File: config.mk
export PLATFORM = sky130hd
export DESIGN_NAME = rotary_led_ring
export DESIGN_NICKNAME = d
export VERILOG_FILES = /design/src/rtl/rotary_pkg.sv /design/src/rtl/input_debounce.sv /design/src/rtl/rotary_led_ring.sv
export SDC_FILE = /design/constraint.sdc
export NUM_CORES = 1
export LEC_CHECK = 0
export CAP_MARGIN = 25
export CORE_ASPECT_RATIO = 2
export CORE_MARGIN = 2
export CORE_UTILIZATION = 25
export CTS_CLUSTER_DIAMETER = 50
export DETAILED_ROUTE_END_ITERATION = 16
export PLACE_DENSITY = 0.49
export SLEW_MARGIN = 20
export SYNTH_ARGS = -nofsm -noshare
export SYNTH_HDL_FRONTEND = slang
export SYNTH_SLANG_ARGS = --single-unit
File: constraint.sdc
create_clock -name clk -period 4.39 [get_ports clk]
set_input_delay 0.878 -clock clk [delete_from_list [all_inputs] [get_ports clk]]
set_output_delay 0.878 -clock clk [all_outputs]
set_load 0.01 [all_outputs]
File: src/rtl/rotary_pkg.sv
// Shared mode encodings and reload helper for the rotary LED ring.
package rotary_pkg;

  localparam logic [1:0] MODE_ROTATE = 2'b00;
  localparam logic [1:0] MODE_BAR    = 2'b01;
  localparam logic [1:0] MODE_BINARY = 2'b10;
  localparam logic [1:0] MODE_HOLD   = 2'b11;

  // LED pattern loaded when the display mode changes. The value is carried
  // in 32 bits (the widest legal ring) and narrowed by the caller; HOLD keeps
  // whatever is currently shown.
  function automatic logic [31:0] reload_value(input logic [1:0]  mode,
                                               input logic [31:0] cur);
    logic [31:0] val;
    case (mode)
      MODE_ROTATE: val = 32'd1;
      MODE_BAR:    val = 32'd0;
      MODE_BINARY: val = 32'd0;
      MODE_HOLD:   val = cur;
      default:     val = cur;
    endcase
    return val;
  endfunction

endpackage

File: src/rtl/input_debounce.sv
// Two-flop synchroniser followed by a stability filter for one raw encoder
// contact. A new level is accepted only after DEBOUNCE_CYCLES consecutive
// clocks of disagreement with the currently accepted level.
module input_debounce #(
  parameter int DEBOUNCE_CYCLES = 5000
) (
  input  logic clk,
  input  logic rst,
  input  logic din,
  output logic dout
);

  localparam int              CNT_W    = $clog2(DEBOUNCE_CYCLES + 1);
  localparam logic [CNT_W-1:0] CNT_LAST = CNT_W'(DEBOUNCE_CYCLES - 1);

  logic             sync1_r;
  logic             sync2_r;
  logic             db_r;
  logic [CNT_W-1:0] cnt_r;

  // Bring the asynchronous contact into the clk domain; idle level is high.
  always_ff @(posedge clk or posedge rst) begin
    if (rst) begin
      sync1_r <= 1'b1;
      sync2_r <= 1'b1;
    end else begin
      sync1_r <= din;
      sync2_r <= sync1_r;
    end
  end

  // Count consecutive cycles of disagreement; the cycle that completes the
  // run commits the new level, so the accepted level moves exactly
  // DEBOUNCE_CYCLES clocks after the synchronised input first differs.
  always_ff @(posedge clk or posedge rst) begin
    if (rst) begin
      db_r  <= 1'b1;
      cnt_r <= '0;
    end else if (sync2_r == db_r) begin
      cnt_r <= '0;
    end else if (cnt_r == CNT_LAST) begin
      db_r  <= sync2_r;
      cnt_r <= '0;
    end else begin
      cnt_r <= cnt_r + CNT_W'(1);
    end
  end

  assign dout = db_r;

endmodule

File: src/rtl/rotary_led_ring.sv
// Rotary encoder to LED ring driver: debounces the raw A/B contacts, decodes a
// step on each accepted A rise (direction from B) and applies it to the LED
// bank according to the selected display mode.
module rotary_led_ring
  import rotary_pkg::*;
#(
  parameter int WIDTH           = 8,
  parameter int DEBOUNCE_CYCLES = 5000
) (
  input  logic             clk,
  input  logic             rst,
  input  logic             rot_a,
  input  logic             rot_b,
  input  logic [1:0]       mode,
  output logic [WIDTH-1:0] led,
  output logic             evt,
  output logic             evt_cw
);

  logic             db_a_s;
  logic             db_b_s;
  logic             db_a_prev_r;
  logic             step_s;
  logic             step_cw_s;
  logic             reload_s;
  logic [1:0]       mode_q_r;
  logic [WIDTH-1:0] led_r;
  logic [WIDTH-1:0] led_next_s;
  logic             evt_r;
  logic             evt_cw_r;

  input_debounce #(.DEBOUNCE_CYCLES(DEBOUNCE_CYCLES)) u_db_a (
    .clk  (clk),
    .rst  (rst),
    .din  (rot_a),
    .dout (db_a_s)
  );

  input_debounce #(.DEBOUNCE_CYCLES(DEBOUNCE_CYCLES)) u_db_b (
    .clk  (clk),
    .rst  (rst),
    .din  (rot_b),
    .dout (db_b_s)
  );

  // Remember the previous accepted A level for rising-edge detection.
  always_ff @(posedge clk or posedge rst) begin
    if (rst) begin
      db_a_prev_r <= 1'b1;
    end else begin
      db_a_prev_r <= db_a_s;
    end
  end

  assign step_s    = db_a_s & ~db_a_prev_r;
  assign step_cw_s = ~db_b_s;
  assign reload_s  = (mode != mode_q_r);

  // Next LED pattern: a mode change reloads and takes priority over a step.
  always_comb begin
    led_next_s = led_r;
    if (reload_s) begin
      led_next_s = WIDTH'(reload_value(mode, 32'(led_r)));
    end else if (step_s) begin
      case (mode_q_r)
        MODE_ROTATE: begin
          if (step_cw_s) begin
            led_next_s = {led_r[WIDTH-2:0], led_r[WIDTH-1]};
          end else begin
            led_next_s = {led_r[0], led_r[WIDTH-1:1]};
          end
        end
        MODE_BAR: begin
          if (step_cw_s) begin
            led_next_s = {led_r[WIDTH-2:0], 1'b1};
          end else begin
            led_next_s = {1'b0, led_r[WIDTH-1:1]};
          end
        end
        MODE_BINARY: begin
          if (step_cw_s) begin
            led_next_s = led_r + WIDTH'(1);
          end else begin
            led_next_s = led_r - WIDTH'(1);
          end
        end
        MODE_HOLD: begin
          led_next_s = led_r;
        end
        default: begin
          led_next_s = led_r;
        end
      endcase
    end else begin
      led_next_s = led_r;
    end
  end

  // Display state: mode tracker and LED bank.
  always_ff @(posedge clk or posedge rst) begin
    if (rst) begin
      mode_q_r <= MODE_ROTATE;
      led_r    <= WIDTH'(1);
    end else begin
      mode_q_r <= mode;
      led_r    <= led_next_s;
    end
  end

  // Step reporting runs in every mode, even when the LED ignores the step.
  always_ff @(posedge clk or posedge rst) begin
    if (rst) begin
      evt_r    <= 1'b0;
      evt_cw_r <= 1'b1;
    end else begin
      evt_r <= step_s;
      if (step_s) begin
        evt_cw_r <= step_cw_s;
      end else begin
        evt_cw_r <= evt_cw_r;
      end
    end
  end

  assign led    = led_r;
  assign evt    = evt_r;
  assign evt_cw = evt_cw_r;

endmodule

==> results of run 1 <==
-- layout make-up --
cell class | count | share of cell area [%]
multi-input cells | 183 | 43.0
well taps | 132 | 5.56
flip-flops and latches | 45 | 38.3
inverters | 12 | 1.52
repair buffers | 16 | 5.73
clock inverters | 3 | 1.68
clock buffers | 5 | 4.21
-- critical path, cell delays in order, from the launching register on --
cell	delay [ns]
dfstp_2	0.88
ha_1	0.39
o21a_1	0.19
o31a_1	0.18
and4b_1	0.24
nor4_1	0.40
o21ai_0	0.13
-- cell usage in the layout, fill, tap and decap left out, types with 4 or more instances in the layout --
cell and count:
dfrtp_1 36, nor2_1 33, nand2_1 19, xnor2_1 15, xor2_1 15, clkdlybuf4s50_1 15
nand3_1 13, ha_1 13, inv_1 11, dfstp_2 9, mux2i_1 8, o21ai_0 7
nor3_1 6, and3_1 5, clkbuf_16 5, nor4_1 4
-- logic make-up after synthesis --
group           Yosys count  share of synthesized area (%)
compound gates           32                           10.2
xor+xnor                 30                           10.6
fa+ha+maj                14                           7.37
buf+inv                  16                           2.52
flops                    45                           45.9
mux                      10                           4.14
simple gates             97                           19.2
-- sequential cells by signal (all words and copies together) (netlist names), 2 cells and up --
register,count
led,8
mode_q_r,2
u_db_a.cnt_r,13
u_db_b.cnt_r,13
-- path summary, 6_finish.rpt --
path                                          startpoint                       end  depth (start not counted)
worst max-delay path             u_db_b.dout$_DFFE_PP1P_        led[5]$_DFFE_PP0P_                          6
worst max register to register   u_db_b.dout$_DFFE_PP1P_        led[5]$_DFFE_PP0P_                          6
max in group asynchronous                            rst  u_db_b.sync1_r$_DFF_PP1_                          3
min in group asynchronous                            rst     mode_q_r[0]$_DFF_PP0_                          2
worst min-delay path            u_db_a.sync1_r$_DFF_PP1_  u_db_a.sync2_r$_DFF_PP1_                          0
worst min register to register  u_db_a.sync1_r$_DFF_PP1_  u_db_a.sync2_r$_DFF_PP1_                          0
-- where the power goes --
part	internal (mW)	switching (mW)	leakage, nW	total (mW)
clock network	0.274	0.173	0.0859	0.446
registers	0.427	0.0126	0.587	0.440
logic	0.0262	0.0363	0.581	0.0625
total	0.727	0.221	1.25	0.949
-- per-stage QoR --
stage          total power, mW  utilization, %
2_1_floorplan            0.485               -
3_3_place_gp             0.510            28.6
3_5_place_dp             0.510            28.6
4_1_cts                  0.967            30.4
5_1_grt                  0.995            30.6
6_report                 0.949            30.6
-- metal layers --
layer | routed length [µm] | share of wire [%]
met1 | 2050 | 39
met2 | 2830 | 54
met3 | 116 | 2.2
met4 | 204 | 3.9
met5 | 0 | 0
==> results_dict.tcl, run 1 <==
set metrics [dict create \
    yosys-top-cells-count "36 x dfrtp_1, 33 x nor2_1, 19 x nand2_1" \
    final-hold-violation-count 0 \
    fillers 1041 \
    antenna_found_initial 0 \
    grt_busiest_layer "met2" \
    pre_cts_slack_ns 1.75 \
    place_area_um2 2780 \
    max_freq_mhz 393 \
    finish.net_count 283 \
    ys_seq_area_share_pct 45.9 \
    antenna_cells 0 \
    final_cells 396 \
    grt_max_degree 46 \
    first_pass_iters 4 \
    synth-edff-count 0 \
    numClockSinks 45 \
    num_vias 1804 \
    cts_buffers 5 \
    remaining_drc_errors 0 \
    synth_top_area_share_pct 36.3 \
    dp_hpwl_mm 3.81 \
    status "finished, final reports clean" \
    stdcell_area_um2 2970 \
    avgSynthCellArea_um2 10.2 \
    syn_area_um2 2480 \
    dieWidth_um 74.4 \
    die_h_um 145 \
    seqCellArea_um2 1140 \
    grt_overflow 0 \
    critPathMaxFanout 21 \
    post-route-period-util_pct 58.0 \
    cts_root_buf "clkbuf_16" \
    vias_per_cell 4.56 \
    dp_cells 387 \
    ys_ff_latch 45 \
    min_path_type "reg2reg" \
    powerDensity_nw_per_um2 319 \
    grt_pass1_wl_mm 8.78 \
    synth_cell_types 47 \
    cts_hold_buf 0 \
    tns_ns 0 \
    cts_setup_buffers 0 \
    ioPinCount 16 \
    synth-warning-count 0 \
    ctsHtreeMaxLevel 2 \
    cts.clk_slew.worst_paths_ns 0.07 \
    arrival_ns 2.71 \
    max-clock-path-buffers 2 \
    core_area_um2 9700 \
    holdWs_ns 0.357 \
    drt_iter0_drc 68 \
    cts_tree "built" \
    async_flop_share_pct 100 \
    multi_input_area_um2 1280 \
    clk_latency_ns 0.29 \
    rows 51 \
    setup-violations-final 0 \
    met2_usage_pct 19.5 \
    finalWirelength_mm 5.20 \
    path_class "reg2reg" \
    ir_drop_v 0.000177 \
    drtAntennaViolNets 0 \
    worstMarginPinSlew_ns 0.612 \
    drv_cap 0 \
    end_kind "register" \
    final.setup.worst_slack_ns 1.84 \
    die-area_um2 10800 \
    yosysTopAreaCell "dfrtp_1" \
    grt_setup_unrepaired "false" \
    cts_resized 0 \
    drive_gt1_share_pct 9.85 \
    reg2reg_setup_slack_ns 1.84 \
    io_buffers 15 \
    gp_congestion 0.799 \
    area_delta_synth_final_pct 19.9 \
    synth_area_leaders "dfrtp_1 36%, dfstp_2 9.5%, ha_1 6.6%" \
    synth_cells 244 \
    power_leakage_nw 1.25 \
    ys.flop_type "dfrtp_1" \
    fin_skew_ns 0.00990 \
    wl_per_cell_um 13.1 \
    slew_violations 0 \
    crit_required_ns 4.55 \
    gr-usage-all-layers_pct 11.0 \
    slew_headroom_pct 58.9 \
    globalRouteMet1Util_pct 11.5 \
    synth.most_common_cell "dfrtp_1" \
    synth_nets 264 \
    worst_setup_path_start_kind "register" \
    fin_crit_ns 2.55 \
    initial_core_util_pct 25.6 \
    grt_use_met3_pct 2.15 \
    first_global_vias 1823 \
]
Note: power is estimated with default switching activity, not from simulation.
==> run 2, diff against run 1 <==
PLACE_DENSITY = 0.51   (was 0.49)
clock period = 2.3 ns   (was 4.39 ns; I/O delays follow)
==> results_dict.tcl, run 2 (same netlist as run 1, synthesis figures left out) <==
set metrics [dict create \
    post-route-period-util_pct 91.3 \
    cts_buffers 5 \
    num_vias 1832 \
    reg2reg_setup_slack_ns 0.20 \
    final_cell_mix "36 x dfrtp_1, 33 x nor2_1, 19 x nand2_1" \
    vias_per_cell 4.48 \
    gp_congestion 0.847 \
    total_power_mw 1.67 \
    die-area_um2 10800 \
    core_area_um2 9700 \
    clk_latency_ns 0.29 \
    area_delta_synth_final_pct 22.0 \
    ioPinCount 16 \
    grt_overflow 0 \
    setup-violations-final 0 \
    drtAntennaViolNets 0 \
    slew_headroom_pct 61.5 \
    io_buffers 15 \
    finish.net_count 296 \
    combPwrFrac_pct 8.2 \
    slowest_delay_ns 0.64 \
    initial_core_util_pct 25.6 \
    grt_pass1_wl_mm 9.47 \
    ir_drop_v 0.000369 \
    stdcell_area_um2 3020 \
    antenna_cells 0 \
    gr-usage-all-layers_pct 11.5 \
    tns_ns 0 \
    switching_share_pct 23.8 \
    fin_skew_ns 0.00495 \
    p_int_mw 1.27 \
    slew_violations 0 \
    crit_required_ns 2.46 \
    antenna_found_initial 0 \
    cts_setup_buffers 0 \
    final_common_cell "dfrtp_1" \
    clock_power_share_pct 41.9 \
    worst_setup_path_start_kind "register" \
    drt_iter0_drc 63 \
    path_class "reg2reg" \
    numClockSinks 45 \
    finalWirelength_mm 5.46 \
    dp_hpwl_mm 4.14 \
    place_area_um2 2880 \
    arrival_ns 2.26 \
    cp_cell_sequence "inv_1 -> ha_1 -> nor2b_1 -> or4_1 -> o21ba_2 -> xnor2_1 -> o21ai_0" \
    status "finished, final reports clean" \
    rows 51 \
    max_freq_mhz 476 \
    die_h_um 145 \
    end_kind "register" \
    first_global_vias 1940 \
    utilization_pct 31.2 \
    cts_resized 0 \
    min_path_type "reg2reg" \
    cts.clk_slew.worst_paths_ns 0.06 \
    multi_input_area_um2 1280 \
    ctsHtreeMaxLevel 2 \
    power_leakage_nw 1.30 \
    seqCellArea_um2 1140 \
    max-clock-path-buffers 2 \
    powerDensity_nw_per_um2 551 \
    drive_gt1_share_pct 14.1 \
    cts_root_buf "clkbuf_16" \
    cts_hold_buf 0 \
    final-hold-violation-count 0 \
    cts_tree "built" \
    fillers 1057 \
    fin_crit_ns 2.10 \
    drv_cap 0 \
    seqPwrFrac_pct 49.9 \
    worstMarginPinSlew_ns 0.577 \
    first_pass_iters 4 \
    grt_max_degree 46 \
    remaining_drc_errors 0 \
    critPathSlowestCell "dfstp_2" \
    dieWidth_um 74.4 \
    grt_setup_unrepaired "false" \
    critPathMaxFanout 8 \
    netSwitchingPower_uw 396 \
    wl_per_cell_um 13.4 \
]
run 2: area by class of cell:
type                            instances  area share, %
Clock inverter                          3          0.579
Tap cell                              132           5.46
Timing Repair Buffer                   29           8.44
Clock buffer                            5           4.14
Inverter                               12           1.49
Sequential cell                        45           37.6
Multi-Input combinational cell        183           42.3
run 2: power by group through the flow:
| stage | clock network [mW] | registers, mW | logic (mW) |
|---|---|---|---|
| 6_report | 0.698 | 0.832 | 0.136 |
| 5_1_grt | 0.754 | 0.835 | 0.154 |
| 4_1_cts | 0.722 | 0.832 | 0.140 |
| 3_5_place_dp | 0 | 0.846 | 0.139 |
| 3_3_place_gp | 0 | 0.846 | 0.138 |
| 2_1_floorplan | 0 | 0.849 | 0.0761 |
run 2: path summary, 6_finish.rpt:
path | end | cells past startpoint | startpoint
setup / recovery | led[7]$_DFFE_PP0P_ | 7 | u_db_b.dout$_DFFE_PP1P_
hold / removal | u_db_a.sync2_r$_DFF_PP1_ | 0 | u_db_a.sync1_r$_DFF_PP1_
setup reg to reg | led[7]$_DFFE_PP0P_ | 7 | u_db_b.dout$_DFFE_PP1P_
hold reg to reg | u_db_a.sync2_r$_DFF_PP1_ | 0 | u_db_a.sync1_r$_DFF_PP1_
max in group asynchronous | led[4]$_DFFE_PP0P_ | 3 | rst
min in group asynchronous | mode_q_r[0]$_DFF_PP0_ | 3 | rst
run 2: critical path, delay by kind of cell (launching register included):
family	cells	cell delay (ns)
xor gates and xnor gates	1	0.15
and+or+nand+nor	2	0.46
AOI/OAI and AO/OA	2	0.32
buffers and inverters	1	0.07
DFF	1	0.64
adders and majority gates	1	0.33
run 2: stage by stage:
step                hold WS (ns)  setup WS [ns]  instances
floorplan                  0.345         0.0112        244
global placement           0.347         0.0804        401
detailed placement         0.348         0.0771        401
CTS                        0.356          0.191        409
global route               0.363         0.0945        409
finish                     0.355          0.200        409
run 2: routing by layer:
metal  track usage (%)  wire, µm
met1              13.2      2110
met2              19.7      3040
met3              1.87       134
met4              6.48       174
met5                 0         0
